<file path="src/rtl/ram_ctrl.sv">
// Controller for a 32x8 synchronous single-port RAM. It serves single-word
// read/write requests over a valid/ready handshake and can sweep the whole
// memory to a fixed clear value. All RAM-side outputs decode from registered
// state only, so requester inputs never reach the RAM combinationally.
module ram_ctrl #(
    parameter logic [7:0] CLR_VALUE = 8'h00
) (
    input  logic       clk,
    input  logic       rst,

    // Requester side
    input  logic       req_valid,
    output logic       req_ready,
    input  logic       req_we,
    input  logic [4:0] req_addr,
    input  logic [7:0] req_wdata,
    input  logic       clr_start,
    output logic       resp_valid,
    output logic [7:0] resp_rdata,
    output logic       clr_done,
    output logic       busy,

    // RAM side
    output logic       mem_cs,
    output logic       mem_wrt,
    output logic       mem_rd,
    output logic [4:0] mem_addr,
    output logic [7:0] mem_wdata,
    input  logic [7:0] mem_rdata
);

    typedef enum logic [2:0] {
        StIdle,
        StWr,
        StRd,
        StRcap,
        StClr
    } state_e;

    state_e     state_q, state_d;
    logic [4:0] addr_q, addr_d;
    logic [7:0] wdata_q, wdata_d;
    logic [4:0] clr_cnt_q, clr_cnt_d;
    logic [7:0] resp_rdata_q, resp_rdata_d;
    logic       resp_valid_q, resp_valid_d;
    logic       clr_done_q, clr_done_d;

    logic       idle;

    assign idle = (state_q == StIdle);

    // Ready is gated by rst so nothing is advertised while outputs are held
    // in reset; a clear request takes priority over a pending access.
    assign req_ready  = ~rst & idle & ~clr_start;
    assign busy       = ~idle;
    assign resp_valid = resp_valid_q;
    assign resp_rdata = resp_rdata_q;
    assign clr_done   = clr_done_q;

    // Next-state, request latching, sweep counter and response capture
    always_comb begin
        state_d      = state_q;
        addr_d       = addr_q;
        wdata_d      = wdata_q;
        clr_cnt_d    = clr_cnt_q;
        resp_rdata_d = resp_rdata_q;
        resp_valid_d = 1'b0;
        clr_done_d   = 1'b0;

        unique case (state_q)
            StIdle: begin
                if (clr_start) begin
                    state_d   = StClr;
                    clr_cnt_d = 5'd0;
                end else if (req_valid) begin
                    addr_d = req_addr;
                    if (req_we) begin
                        wdata_d = req_wdata;
                        state_d = StWr;
                    end else begin
                        state_d = StRd;
                    end
                end
            end
            StWr: begin
                state_d = StIdle;
            end
            StRd: begin
                state_d = StRcap;
            end
            StRcap: begin
                // RAM output is stable here because cs is low this cycle
                resp_rdata_d = mem_rdata;
                resp_valid_d = 1'b1;
                state_d      = StIdle;
            end
            StClr: begin
                // Leave on the last address rather than letting the counter wrap
                if (clr_cnt_q == 5'd31) begin
                    state_d    = StIdle;
                    clr_cnt_d  = 5'd0;
                    clr_done_d = 1'b1;
                end else begin
                    clr_cnt_d = clr_cnt_q + 5'd1;
                end
            end
            default: begin
                state_d = StIdle;
            end
        endcase
    end

    // State and datapath registers with asynchronous reset
    always_ff @(posedge clk or posedge rst) begin
        if (rst) begin
            state_q      <= StIdle;
            addr_q       <= 5'd0;
            wdata_q      <= 8'h00;
            clr_cnt_q    <= 5'd0;
            resp_rdata_q <= 8'h00;
            resp_valid_q <= 1'b0;
            clr_done_q   <= 1'b0;
        end else begin
            state_q      <= state_d;
            addr_q       <= addr_d;
            wdata_q      <= wdata_d;
            clr_cnt_q    <= clr_cnt_d;
            resp_rdata_q <= resp_rdata_d;
            resp_valid_q <= resp_valid_d;
            clr_done_q   <= clr_done_d;
        end
    end

    // RAM strobes decoded purely from registered state
    always_comb begin
        mem_cs    = 1'b0;
        mem_wrt   = 1'b0;
        mem_rd    = 1'b0;
        mem_addr  = 5'd0;
        mem_wdata = 8'h00;

        unique case (state_q)
            StWr: begin
                mem_cs    = 1'b1;
                mem_wrt   = 1'b1;
                mem_addr  = addr_q;
                mem_wdata = wdata_q;
            end
            StRd: begin
                mem_cs   = 1'b1;
                mem_rd   = 1'b1;
                mem_addr = addr_q;
            end
            StClr: begin
                mem_cs    = 1'b1;
                mem_wrt   = 1'b1;
                mem_addr  = clr_cnt_q;
                mem_wdata = CLR_VALUE;
            end
            default: begin
                mem_cs = 1'b0;
            end
        endcase
    end

`ifndef SYNTHESIS
    strobe_exclusive: assert property (@(posedge clk) disable iff (rst) !(mem_wrt && mem_rd));
    sweep_ends: assert property (@(posedge clk) disable iff (rst)
        (state_q == StClr && clr_cnt_q == 5'd31) |=> (state_q == StIdle));
`endif

endmodule

</file>
<file path="config.mk">
export PLATFORM = sky130hd
export DESIGN_NAME = ram_ctrl
export DESIGN_NICKNAME = d
export VERILOG_FILES = /design/src/rtl/ram_ctrl.sv
export SDC_FILE = /design/constraint.sdc
export NUM_CORES = 1
export LEC_CHECK = 0
export ABC_AREA = 1
export BUFFER_PORTS_ARGS = -buffer_cell sky130_fd_sc_hd__buf_2
export CAP_MARGIN = 20
export CORE_MARGIN = 3
export CORE_UTILIZATION = 40
export DETAILED_ROUTE_END_ITERATION = 10
export PLACE_DENSITY = 0.74
export RECOVER_POWER = 50
export SLEW_MARGIN = 20
export SYNTH_ARGS = -nofsm -noshare
export SYNTH_HDL_FRONTEND = slang
export SYNTH_SLANG_ARGS = --single-unit
</file>
<file path="constraint.sdc">
create_clock -name clk -period 1.8 [get_ports clk]
set_clock_uncertainty 0.05 [all_clocks]
set_input_delay 0.27 -clock clk [delete_from_list [all_inputs] [get_ports clk]]
set_output_delay 0.27 -clock clk [all_outputs]
set_load 0.02 [all_outputs]
</file>
# Yosys cells after proc, flatten, opt, wreduce, memory -nomap -nowiden

Cells that the tools add are included.

Register bits: 31
Input bits: 26
Output and inout port bits: 28
Logic and storage cells: 46

$add $sub $neg: 1
Equality and inequality tests: 8
Muxes and demuxes: 16
Bitwise gates (word level): 5
Reduce and logical (&&, ||, !) cells: 9

Operator list:

| cell                | count |
|---|---|
| $pmux 5 s2          | 2 |
| $mux 5              | 2 |
| $mux 3              | 3 |
| $pmux 3 s3          | 1 |
| $mux 8              | 1 |
| $eq 3x2->1 const B  | 2 |
| $mux 1              | 6 |
| $add 5x1->5 const B | 1 |
| $eq 5x5->1 const B  | 1 |
| $ne 2x2->1 const B  | 2 |
| $reduce_and 2->1    | 2 |
| $reduce_and 4->1    | 1 |
| $reduce_or 2->1     | 2 |
| $eq 3x1->1 const B  | 1 |
| $eq 3x3->1 const B  | 1 |
| $logic_not 3->1     | 1 |
| $ne 3x3->1 const B  | 1 |
| $not 1->1           | 3 |
| $reduce_and 3->1    | 1 |
| $reduce_or 3->1     | 1 |
| $and 1x1->1         | 2 |
| $mux 2              | 1 |
| $reduce_bool 2->1   | 1 |

# Depth between registers and ports, before layout

Gate-level depths: netlist of the first run.

Word-level depth: 4
Mapped depth: 8
Gate-level depth less buffers: 8

# Least setup slack after synthesis of the first run

OpenSTA, ideal clock, no wires.

Path kind: register -> output
From: register state_q[0]
To: output port mem_addr[0]
Arrival time: 1.257 ns
Required time: 1.480 ns
Slack: 0.223 ns
Cell stages (with the launch flop): 4
Path buffers: 0
Cell sequence: dfrtp_1 > nor2_4 > nand2_1 > o21ai_0

Cells in the longest elaborated chain, start to end: 3
Elaborated cells between the ends (all ways): 5
Those cells by class: eq/ne (3); mux (1); reduce/logical (1)

RTL lines:

| element                                         | line | RTL |
|---|---|---|
| from (decl)                                     | 40   | `state_e state_q, state_d;` |
| from (signal assigned)                          | 116  | `state_q <= StIdle;` |
| from (signal assigned)                          | 124  | `state_q <= state_d;` |
| $eq 3x2->1 / $eq 3x1->1 (equally long branches) | 142  | `unique case (state_q)` |
| $reduce_or 2->1 (no line)                       | n/a  |  |
| $pmux 5 s2 (*)                                  | 142  |  |
| to (decl)                                       | 27   | `output logic [4:0] mem_addr,` |

Every way passes the cells marked *; elsewhere a longest branch is shown, timed or not.

# Final worst setup path of the first run

From: register state_q[0]
To: output port mem_addr[3]

Same word-level chain as after synthesis.

==> impl_metrics.sql, run 1 <==
INSERT INTO impl_metrics (metric_group, metric, value, unit) VALUES
('power_and_ir_drop', 'power.share.sequential', '40.5', '%'),
('hold_path', 'hold_class', 'in2reg', ''),
('placed_design', 'dp_worst_setup_slack', '0.215', 'ns'),
('detailed_routing', 'antenna_left', '0', ''),
('final_layout', 'final_cells', '306', ''),
('grt', 'groute.usage.overall', '16.2', '%'),
('setup_path', 'worstPathArrival', '1.44', 'ns'),
('logic_synthesis', 'synth_cell_types', '18', ''),
('outcome', 'outcome', 'complete, no violations', ''),
('timing', 'final-setup-viol-count', '0', ''),
('setup_path', 'rr_startpoint', 'state_q[2]$_DFFE_PP0P_', ''),
('logic_synthesis', 'synth-simple-area-share', '37.4', '%'),
('grt', 'antenna_found_initial', '0', ''),
('setup_path', 'cp-end-kind', 'output port', ''),
('placed_design', 'count_of_buffers_inserted_at_the_top_level_ports', '53', ''),
('logic_synthesis', 'postSynthAreaPerCell', '7.84', 'um2'),
('timing', 'final.min_clock_period', '1.76', 'ns'),
('logic_synthesis', 'synth-compound-area-share', '2.67', '%'),
('final_layout', 'num_antenna_cells', '0', ''),
('logic_synthesis', 'mappedNetlistNets', '219', ''),
('setup_path', 'crit_path_kind', 'reg2out', ''),
('floorplan', 'io_pins', '54', ''),
('job', 'total_of_max_cap_violations', '0', ''),
('final_layout', 'num-nets-final', '287', ''),
('logic_synthesis', 'dominant_combinational_cell_family_by_area_after_synthesis', 'simple AND/OR/NAND/NOR gates', ''),
('clock_network', 'clkSinkCount', '31', ''),
('power_and_ir_drop', 'total_power', '2.71', 'mW'),
('power_and_ir_drop', 'pwr-share-comb', '33.7', '%'),
('clock_network', 'ctsHtreeMaxLevel', '2', ''),
('hold_path', 'timing.hold.worst.start', 'mem_rdata[6]', ''),
('timing', 'maxSlewViolCount', '0', ''),
('power_and_ir_drop', 'power.clock.fraction', '25.8', '%'),
('clock_network', 'cts_tree', 'done', ''),
('setup_path', 'crit_path_start_kind', 'flip-flop', ''),
('clock_network', 'worst_skew_pair.late_latency', '0.28', 'ns'),
('logic_synthesis', 'muxShareOfSynthArea', '0', '%'),
('placed_design', 'place_congestion', '0.842', ''),
('detailed_routing', 'wirelength', '3290', 'um'),
('grt', 'pin_count_of_the_biggest_net_entering_global_routing', '14', ''),
('timing', 'worst_hold_slack', '0.126', 'ns'),
('floorplan', 'rows', '21', ''),
('timing', 'tightestPinTransition', '0.662', 'ns'),
('detailed_routing', 'drc', '0', ''),
('grt', 'grt_first_pass_wirelength', '5310', 'um'),
('floorplan', 'initial_core_util', '43.2', '%'),
('detailed_routing', 'drt-wirelength-per-cell', '10.7', 'um'),
('logic_synthesis', 'synth.cell_area', '1500', 'um2'),
('power_and_ir_drop', 'p_switching', '995', 'uW'),
('power_and_ir_drop', 'power_density_over_the_cells', '1340', 'nW/um2'),
('floorplan', 'core-area', '3470', 'um2'),
('detailed_routing', 'drt_first_iter_violations', '67', ''),
('logic_synthesis', 'synth_warn', '0', ''),
('logic_synthesis', 'synth_fa_ha_area_share', '1.67', '%'),
('clock_network', 'cts.root.buffer_cell', 'clkbuf_8', ''),
('detailed_routing', 'dr_total_vias', '1369', ''),
('power_and_ir_drop', 'total_leakage_power', '1.12', 'nW'),
('floorplan', 'chipHeight', '67.2', 'um'),
('placed_design', 'dp_hpwl', '2480', 'um'),
('hold_path', 'timing.hold.worst_path_depth', '3', ''),
('grt', 'grt-ovfl-total', '0', ''),
('clock_network', 'numCtsBuffers', '5', ''),
('detailed_routing', 'avgViaCountPerCell', '4.47', ''),
('logic_synthesis', 'postSynthCellCount', '191', ''),
('power_and_ir_drop', 'power_switching_share', '36.7', '%'),
('logic_synthesis', 'synth_xor_area_share', '0.585', '%'),
('final_layout', 'area.growth.synth_to_final', '34.8', '%'),
('timing', 'slew_headroom', '55.9', '%'),
('power_and_ir_drop', 'peakVddDrop', '0.552', 'mV'),
('timing', 'worst_slack', '0.0447', 'ns'),
('grt', 'first_global_vias', '1230', ''),
('placed_design', 'dpl.cell_count', '292', '');
==> Yosys cell counts, drive strengths merged <==
library cell | number | area share, %
nand2 | 93 | 24
dfrtp | 31 | 52
a21oi | 1 | 0.33
nand3 | 6 | 3.2
xnor2 | 1 | 0.58
o21ai | 7 | 2.3
ha | 2 | 1.7
nor2 | 23 | 8.4
inv | 22 | 5.5
nand4 | 4 | 2.1
buf | 1 | 0.33
==> placed cells by master, fill, tap and decap left out, types with 3 or more instances in the layout <==
cell      synthesis  final
clkbuf_8          0      6
nand4_1           3      3
o21ai_0           7      7
dfrtp_1          31     28
inv_1            20     21
buf_4             0      4
dfrtp_2           0      3
nor2_1           19     18
clkbuf_1          0     12
nand2_1          92     89
nor2_4            3      4
buf_2             1     43
nand3_1           4      4
==> worst max-delay path by stage <==
stage / from / depth (start not counted) / to / slack (ns)
after floorplan: state_q[0]$_DFFE_PP0P_ / 3 / mem_addr[0] / 0.22
after global placement: state_q[0]$_DFFE_PP0P_ / 4 / mem_addr[0] / 0.28
after detailed placement: state_q[0]$_DFFE_PP0P_ / 6 / mem_addr[3] / 0.22
after CTS: state_q[0]$_DFFE_PP0P_ / 6 / mem_addr[3] / 0.01
after global routing: state_q[0]$_DFFE_PP0P_ / 4 / mem_addr[3] / -0.001
final: state_q[0]$_DFFE_PP0P_ / 4 / mem_addr[3] / 0.04
==> repair_timing <==
item,4_1_cts,5_1_grt
gates resized for setup,4,11
pin swaps,1,2
hold buffers,1,0
endpoints found under the hold margin,9,0
setup endpoints to repair,5,15
setup buffers,3,2
==> kinds of logic after synthesis <==
logic type	count (synthesis)
adder cells (fa/ha/maj)	2
AO/OA/AOI/OAI	8
XOR/XNOR	1
AND/OR/NAND/NOR	126
buffers and inverters	23
flip-flops	31
==> sequential cells by signal, indices dropped and copies added, names as in the netlist <==
signal / cells
resp_rdata: 8
resp_valid: 1
wdata_q: 8
clr_cnt_q: 5
clr_done: 1
state_q: 3
addr_q: 5
==> stage by stage <==
step,utilization (%),TNS [ns],area (um2)
after floorplan,-,0,1500
after global placement,53.0,0,1840
after detailed placement,53.0,0,1840
after CTS,57.6,0,2000
after global routing,58.2,-0.00111,2020
final,58.2,0,2020
==> worst max-delay path, cell delays in order (launching register included) <==
cell and delay (ns):
dfrtp_2 0.46, nor2_4 0.10, nand2_1 0.14, o21ai_0 0.25
buf_2 0.21
==> layout make-up <==
cell class | count | area (um2)
clock inverters | 2 | 35.0
multi-input cells | 137 | 654
clock buffers | 6 | 82.6
well taps | 46 | 57.6
fillers | 338 | 1450
flip-flops and latches | 31 | 779
repair buffers | 62 | 323
inverters | 22 | 87.6
==> power groups by stage <==
stage | sequential [mW] | combinational, mW | clock [mW]
after floorplan | 1.07 | 0.645 | 0
after global placement | 1.09 | 0.881 | 0
after detailed placement | 1.09 | 0.893 | 0
after CTS | 1.09 | 0.910 | 0.713
after global routing | 1.14 | 1.05 | 0.747
final | 1.10 | 0.913 | 0.700
==> metal layers <==
metal  vias up  part of all wire [%]  global-route usage [%]
li1        713                     -                       -
met2        39                    47                    26.5
met3         6                   5.2                    3.16
met5         -                     0                       0
met1       611                    46                    19.8
met4         0                   1.9                    9.11
No activity file was read; power rests on OpenSTA's default activity.
==> run 2, diff against run 1 <==
--- a/config.mk
+++ b/config.mk
@@ -13,6 +13,7 @@
 export DETAILED_ROUTE_END_ITERATION = 10
 export PLACE_DENSITY = 0.74
 export RECOVER_POWER = 50
+export SETUP_SLACK_MARGIN = 0.1
 export SLEW_MARGIN = 20
 export SYNTH_ARGS = -nofsm -noshare
 export SYNTH_HDL_FRONTEND = slang
==> run 2 against run 1 <==
  * Sequential cell count unchanged
  * Sequential share of layout area down 3.1 points
  * Final cell count up 4.2%
  * Non-clock buffer count is 13 higher
  * Highest routed layer unchanged
  * Global-route usage rose by 0.92 points
  * Die area is the same
  * Largest power group is now combinational logic
  * Critical endpoint is now mem_addr[0]
  * Clock-buffer cell count is the same
  * Combinational power increased by 29%
  * Hold slack improved by 0.00084 ns
==> impl_metrics.sql, run 2 (same netlist as run 1, synthesis figures left out) <==
INSERT INTO impl_metrics (metric_group, metric, value, unit) VALUES
('timing', 'slew_headroom', '52.9', '%'),
('clock_network', 'ctsHtreeMaxLevel', '2', ''),
('final_layout', 'fillers', '327', ''),
('floorplan', 'initial_core_util', '43.2', '%'),
('floorplan', 'die_area', '4510', 'um2'),
('setup_path', 'timing.critical_path.buf_inv', '1', ''),
('clock_network', 'cts_tree', 'done', ''),
('timing', 'final.min_clock_period', '1.68', 'ns'),
('setup_path', 'cpMaxStageDelayCell', 'dfrtp_2', ''),
('setup_path', 'critPathMostFrequentCell', 'nand2_4', ''),
('timing', 'finalCritPeriodShare', '93.6', '%'),
('clock_network', 'clkSinkCount', '31', ''),
('detailed_routing', 'drc', '0', ''),
('detailed_routing', 'avgViaCountPerCell', '4.53', ''),
('setup_path', 'crit_path_start_kind', 'flip-flop', ''),
('detailed_routing', 'drtPass1Iterations', '4', ''),
('grt', 'antenna_found_initial', '0', ''),
('timing', 'grt_setup_unrepaired', 'true', ''),
('setup_path', 'required', '1.48', 'ns'),
('floorplan', 'io_pins', '54', ''),
('final_layout', 'final_core_utilization', '63.4', '%'),
('detailed_routing', 'antenna_left', '0', ''),
('placed_design', 'place_congestion', '0.842', ''),
('detailed_routing', 'drt-wirelength-per-cell', '11.9', 'um'),
('final_layout', 'mostFrequentLayoutCells', '85 x nand2_1, 28 x dfrtp_1, 27 x buf_4, 27 x buf_2, 20 x inv_1', ''),
('power_and_ir_drop', 'power_density_over_the_cells', '1360', 'nW/um2'),
('final_layout', 'multi_input_area', '683', 'um2'),
('placed_design', 'count_of_buffers_inserted_at_the_top_level_ports', '53', ''),
('clock_network', 'clk_pin_slew_worst_paths', '0.06', 'ns'),
('final_layout', 'num-nets-final', '300', ''),
('final_layout', 'layout-drive-gt1-share', '33.7', '%'),
('clock_network', 'worst_skew_pair.late_latency', '0.28', 'ns'),
('timing', 'timing.final.hold_violations', '0', ''),
('job', 'total_of_max_cap_violations', '0', ''),
('setup_path', 'crit_chain', 'nor2_4 > nand2_4 > nand2_4 > nand2_2 > o21ai_1 > buf_4', ''),
('timing', 'tightestPinTransition', '0.700', 'ns'),
('grt', 'first_global_vias', '1266', ''),
('detailed_routing', 'drt_first_iter_violations', '48', ''),
('timing', 'worst_hold_slack', '0.127', 'ns'),
('timing', 'max_freq', '594', 'MHz'),
('detailed_routing', 'dr_total_vias', '1444', ''),
('clock_network', 'cts.root.buffer_cell', 'clkbuf_8', ''),
('power_and_ir_drop', 'total_leakage_power', '1.21', 'nW'),
('timing', 'final-setup-viol-count', '0', ''),
('grt', 'pin_count_of_the_biggest_net_entering_global_routing', '14', ''),
('hold_path', 'hold_class', 'in2reg', ''),
('final_layout', 'ff_latch_area', '779', 'um2'),
('placed_design', 'dp_hpwl', '2480', 'um'),
('final_layout', 'num_antenna_cells', '0', ''),
('grt', 'grt-ovfl-total', '0', ''),
('setup_path', 'cp_slowest_stage_delay', '0.46', 'ns'),
('final_layout', 'area.growth.synth_to_final', '46.8', '%'),
('setup_path', 'cp-end-kind', 'output port', ''),
('final_layout', 'final_common_cell', 'nand2_1', ''),
('grt', 'groute.usage.overall', '17.1', '%'),
('setup_path', 'crit_path_kind', 'reg2out', ''),
('clock_network', 'numCtsBuffers', '5', ''),
('floorplan', 'core-area', '3470', 'um2'),
('floorplan', 'chipHeight', '67.2', 'um'),
('floorplan', 'die_x', '67.2', 'um'),
('final_layout', 'final_cells', '319', ''),
('timing', 'finalSetupTns', '0', 'ns'),
('timing', 'maxSlewViolCount', '0', ''),
('setup_path', 'crit_path_max_fanout', '5', ''),
('setup_path', 'critical_path.top_delay_family', 'flip-flops', ''),
('power_and_ir_drop', 'peakVddDrop', '0.580', 'mV'),
('grt', 'grt_first_pass_wirelength', '5620', 'um'),
('clock_network', 'clock_path_buffers', '2', ''),
('floorplan', 'rows', '21', ''),
('outcome', 'outcome', 'complete, no violations', ''),
('detailed_routing', 'wirelength', '3790', 'um'),
('placed_design', 'dpl.cell_count', '292', ''),
('power_and_ir_drop', 'total_power', '2.99', 'mW'),
('setup_path', 'worstPathArrival', '1.36', 'ns');
==> run 2: per-layer routing <==
layer | up-vias | track usage (%) | share of wire [%]
met5 | - | 0 | 0
met4 | 0 | 9.11 | 2.0
met3 | 7 | 3.16 | 4.6
met2 | 40 | 28.2 | 50
met1 | 653 | 21.1 | 43
li1 | 744 | - | -
==> run 2: path summary, 6_finish.rpt <==
check | from | to | slack (ns) | depth (start not counted)
worst max-delay path | state_q[2]$_DFFE_PP0P_ | mem_addr[0] | 0.12 | 6
worst min-delay path | mem_rdata[6] | resp_rdata[6]$_DFFE_PP0P_ | 0.13 | 3
worst max register to register | state_q[2]$_DFFE_PP0P_ | resp_rdata[4]$_DFFE_PP0P_ | 0.21 | 7
worst min register to register | wdata_q[1]$_DFFE_PP0P_ | wdata_q[1]$_DFFE_PP0P_ | 0.43 | 2
max in group asynchronous | rst | wdata_q[4]$_DFFE_PP0P_ | 0.33 | 4
min in group asynchronous | rst | resp_rdata[1]$_DFFE_PP0P_ | 0.46 | 3
==> run 2: stage by stage <==
| step | setup slack, ns | area [um2] |
|---|---|---|
| after global routing | 0.0497 | 2200 |
| final | 0.115 | 2200 |
| after CTS | 0.105 | 2080 |
| after global placement | 0.278 | 1840 |
| after floorplan | 0.223 | 1500 |
| after detailed placement | 0.215 | 1840 |
==> run 2: layout make-up <==
type	instances	area share [%]
sequential	31	35.5
multi-input combinational	137	31.1
timing repair buffer	75	21.6
inverter	22	3.87
clock buffer	6	3.76
tap	46	2.62
clock inverter	2	1.59
==> run 2: what timing repair did <==
action | in CTS | in global routing
pin swaps | 3 | 8
setup endpoints to repair | 16 | 16
resized for setup | 15 | 30
endpoints found under the hold margin | 9 | 0
hold buffers | 1 | 0
cloned | 0 | 1
setup buffers | 10 | 7
==> run 2: worst register-to-register path: cells and delay by family (launching register included) <==
family                 cells  cell delay, ns
flip-flops                 1            0.46
AND/OR/NAND/NOR            3            0.40
buffers and inverters      4            0.62
==> run 2: where the power goes <==
| part | switching, mW | total (mW) | leakage (nW) | internal [mW] |
|---|---|---|---|---|
| Sequential | 0.183 | 1.11 | 0.360 | 0.924 |
| Combinational | 0.651 | 1.18 | 0.788 | 0.528 |
| Clock | 0.252 | 0.699 | 0.0612 | 0.447 |
==> run 3, diff against run 2 <==
==> config.mk (replaced) <==
export PLATFORM = sky130hd
export DESIGN_NAME = ram_ctrl
export DESIGN_NICKNAME = d
export VERILOG_FILES = /design/src/rtl/ram_ctrl.sv
export SDC_FILE = /design/constraint.sdc
export NUM_CORES = 1
export LEC_CHECK = 0
export ABC_AREA = 1
export CAP_MARGIN = 20
export CORE_MARGIN = 3
export CORE_UTILIZATION = 40
export DETAILED_ROUTE_END_ITERATION = 10
export DONT_BUFFER_PORTS = 1
export PLACE_DENSITY = 0.61
export RECOVER_POWER = 50
export SETUP_SLACK_MARGIN = 0.1
export SLEW_MARGIN = 5
export SYNTH_ARGS = -nofsm -noshare
export SYNTH_HDL_FRONTEND = slang
export SYNTH_SLANG_ARGS = --single-unit
==> run 3 against run 2 <==
  * Utilization fell by 7.8 points
  * Maximum frequency shrank 3.2%
  * Combinational power decreased by 14%
  * Design area shrank 12%
  * Non-clock buffer count down 46
  * Wire length up 2.9%
==> impl_metrics.sql, run 3 (same netlist as run 1, synthesis figures left out) <==
INSERT INTO impl_metrics (metric_group, metric, value, unit) VALUES
('outcome', 'outcome', 'complete, no violations', ''),
('setup_path', 'crit_path_start_kind', 'flip-flop', ''),
('clock_network', 'worst_skew_pair.late_latency', '0.27', 'ns'),
('timing', 'worst_hold_slack', '0.0589', 'ns'),
('detailed_routing', 'wirelength', '3900', 'um'),
('floorplan', 'chipHeight', '67.2', 'um'),
('clock_network', 'cts_tree', 'done', ''),
('floorplan', 'io_pins', '54', ''),
('grt', 'groute.usage.overall', '17.5', '%'),
('clock_network', 'numCtsBuffers', '5', ''),
('final_layout', 'layout-drive-gt1-share', '26.9', '%'),
('detailed_routing', 'drc', '0', ''),
('floorplan', 'core-area', '3470', 'um2'),
('hold_path', 'hold_class', 'in2reg', ''),
('power_and_ir_drop', 'peakVddDrop', '0.599', 'mV'),
('timing', 'finalSetupTns', '0', 'ns'),
('detailed_routing', 'drt-wirelength-per-cell', '14.3', 'um'),
('timing', 'grt_setup_unrepaired', 'true', ''),
('job', 'total_of_max_cap_violations', '0', ''),
('timing', 'final-setup-viol-count', '0', ''),
('timing', 'finalCritPeriodShare', '96.7', '%'),
('final_layout', 'mostFrequentLayoutCells', '86 x nand2_1, 28 x dfrtp_1, 25 x buf_4', ''),
('setup_path', 'crit_path_kind', 'reg2reg', ''),
('final_layout', 'fillers', '329', ''),
('floorplan', 'die_x', '67.2', 'um'),
('detailed_routing', 'dr_total_vias', '1347', ''),
('hold_path', 'timing.hold.worst_path_depth', '2', ''),
('timing', 'slew_headroom', '49.2', '%'),
('clock_network', 'cts.root.buffer_cell', 'clkbuf_8', ''),
('final_layout', 'num-nets-final', '254', ''),
('timing', 'final.min_clock_period', '1.74', 'ns'),
('detailed_routing', 'avgViaCountPerCell', '4.93', ''),
('timing', 'max_freq', '575', 'MHz'),
('power_and_ir_drop', 'total_leakage_power', '1.03', 'nW'),
('power_and_ir_drop', 'p_switching', '1.07', 'mW'),
('clock_network', 'clk_pin_slew_worst_paths', '0.07', 'ns'),
('setup_path', 'worstPathArrival', '1.84', 'ns'),
('setup_path', 'worst_r2r_path_depth', '7', ''),
('placed_design', 'postPlaceCellArea', '1640', 'um2'),
('timing', 'maxSlewViolCount', '0', ''),
('setup_path', 'crit_path_max_fanout', '5', ''),
('timing', 'timing.final.hold_violations', '0', ''),
('grt', 'grt_first_pass_wirelength', '5940', 'um'),
('final_layout', 'stdcell_area', '1930', 'um2'),
('final_layout', 'final_common_cell', 'nand2_1', ''),
('detailed_routing', 'drt_first_iter_violations', '82', ''),
('floorplan', 'initial_core_util', '43.2', '%'),
('setup_path', 'cp-end-kind', 'flip-flop', ''),
('clock_network', 'ctsHtreeMaxLevel', '2', ''),
('placed_design', 'count_of_buffers_inserted_at_the_top_level_ports', '0', ''),
('floorplan', 'rows', '21', ''),
('placed_design', 'place_congestion', '0.866', ''),
('grt', 'pin_count_of_the_biggest_net_entering_global_routing', '32', ''),
('detailed_routing', 'antenna_left', '0', ''),
('clock_network', 'clock_path_buffers', '2', ''),
('power_and_ir_drop', 'pwr-share-comb', '38.4', '%'),
('final_layout', 'num_antenna_cells', '0', ''),
('grt', 'first_global_vias', '1305', ''),
('grt', 'grt-ovfl-total', '0', ''),
('setup_path', 'required', '1.90', 'ns'),
('clock_network', 'clkSinkCount', '31', ''),
('final_layout', 'final_core_utilization', '55.6', '%'),
('grt', 'antenna_found_initial', '0', ''),
('power_and_ir_drop', 'power.clock.fraction', '19.1', '%'),
('power_and_ir_drop', 'total_power', '2.65', 'mW'),
('final_layout', 'area.growth.synth_to_final', '28.7', '%'),
('placed_design', 'dp_hpwl', '2630', 'um'),
('power_and_ir_drop', 'power.share.sequential', '42.5', '%'),
('power_and_ir_drop', 'p_int', '1.59', 'mW'),
('final_layout', 'ff_latch_area', '779', 'um2'),
('final_layout', 'multi_input_area', '699', 'um2'),
('timing', 'tightestPinTransition', '0.762', 'ns'),
('power_and_ir_drop', 'power_switching_share', '40.3', '%'),
('floorplan', 'die_area', '4510', 'um2'),
('detailed_routing', 'drtPass1Iterations', '4', ''),
('power_and_ir_drop', 'power_density_over_the_cells', '1380', 'nW/um2');
-- run 3: cell count changes in the layout (fill, tap and decap cells not counted), moves of 2 or more --
| cell | change |
|---|---|
| buf_2 | -27 |
| clkbuf_1 | -11 |
| buf_6 | -5 |
| nor2_1 | -5 |
| nor2_2 | +4 |
| buf_4 | -2 |
-- run 3: per-stage QoR --
| stage | cells | setup WS (ns) |
|---|---|---|
| 2_1_floorplan | 191 | 0.223 |
| 3_3_place_gp | 248 | 0.317 |
| 3_5_place_dp | 248 | 0.237 |
| 4_1_cts | 265 | 0.100 |
| 5_1_grt | 273 | -0.00739 |
| 6_report | 273 | 0.0599 |
-- run 3: cell type report --
type,instances,share of cell area (%)
Multi-Input combinational cell,137,36.3
Sequential cell,31,40.4
Timing Repair Buffer,29,11.7
Clock buffer,7,3.96
Clock inverter,1,0.260
Inverter,22,4.41
Tap cell,46,2.99
-- run 3: path summary, 6_finish.rpt --
path                                              from                       end  slack [ns]
worst max-delay path            state_q[0]$_DFFE_PP0P_  clr_cnt_q[0]$_DFFE_PP0P_        0.06
min in group asynchronous                          rst    wdata_q[5]$_DFFE_PP0P_        0.62
worst max register to register  state_q[0]$_DFFE_PP0P_  clr_cnt_q[0]$_DFFE_PP0P_        0.06
max in group asynchronous                          rst    state_q[2]$_DFFE_PP0P_        0.55
worst min register to register  wdata_q[7]$_DFFE_PP0P_    wdata_q[7]$_DFFE_PP0P_        0.43
worst min-delay path                      req_wdata[3]    wdata_q[3]$_DFFE_PP0P_        0.06
-- run 3: power by group through the flow --
stage / Combinational (mW) / Clock [mW] / Sequential (mW)
3_5_place_dp: 0.812 / 0 / 1.12
5_1_grt: 1.12 / 0.570 / 1.15
2_1_floorplan: 0.645 / 0 / 1.07
3_3_place_gp: 0.781 / 0 / 1.11
6_report: 1.02 / 0.506 / 1.13
4_1_cts: 0.903 / 0.522 / 1.12
-- run 3: critical path, cell delays in order (launching register included) --
cell and delay (ns):
dfrtp_2 0.48, nor2_4 0.19, buf_4 0.13, buf_4 0.10, buf_4 0.11, o21ai_0 0.26
nor2_1 0.22, a21oi_1 0.07
-- run 3: what timing repair did --
| action | 4_1_cts | 5_1_grt |
|---|---|---|
| resized for setup | 12 | 17 |
| hold buffers | 1 | 0 |
| gates cloned | 0 | 1 |
| setup endpoints to repair | 16 | 16 |
| endpoints found under the hold margin | 31 | 0 |
| pin swaps | 2 | 5 |
| setup buffers | 8 | 7 |
-- run 3: routing by layer --
| layer | track usage, % | vias to the layer above | wire (um) |
|---|---|---|---|
| li1 | - | 650 | - |
| met2 | 29.9 | 56 | 1960 |
| met3 | 4.83 | 2 | 319 |
| met5 | 0 | - | 0 |
| met4 | 6.58 | 0 | 25 |
| met1 | 20.9 | 639 | 1590 |
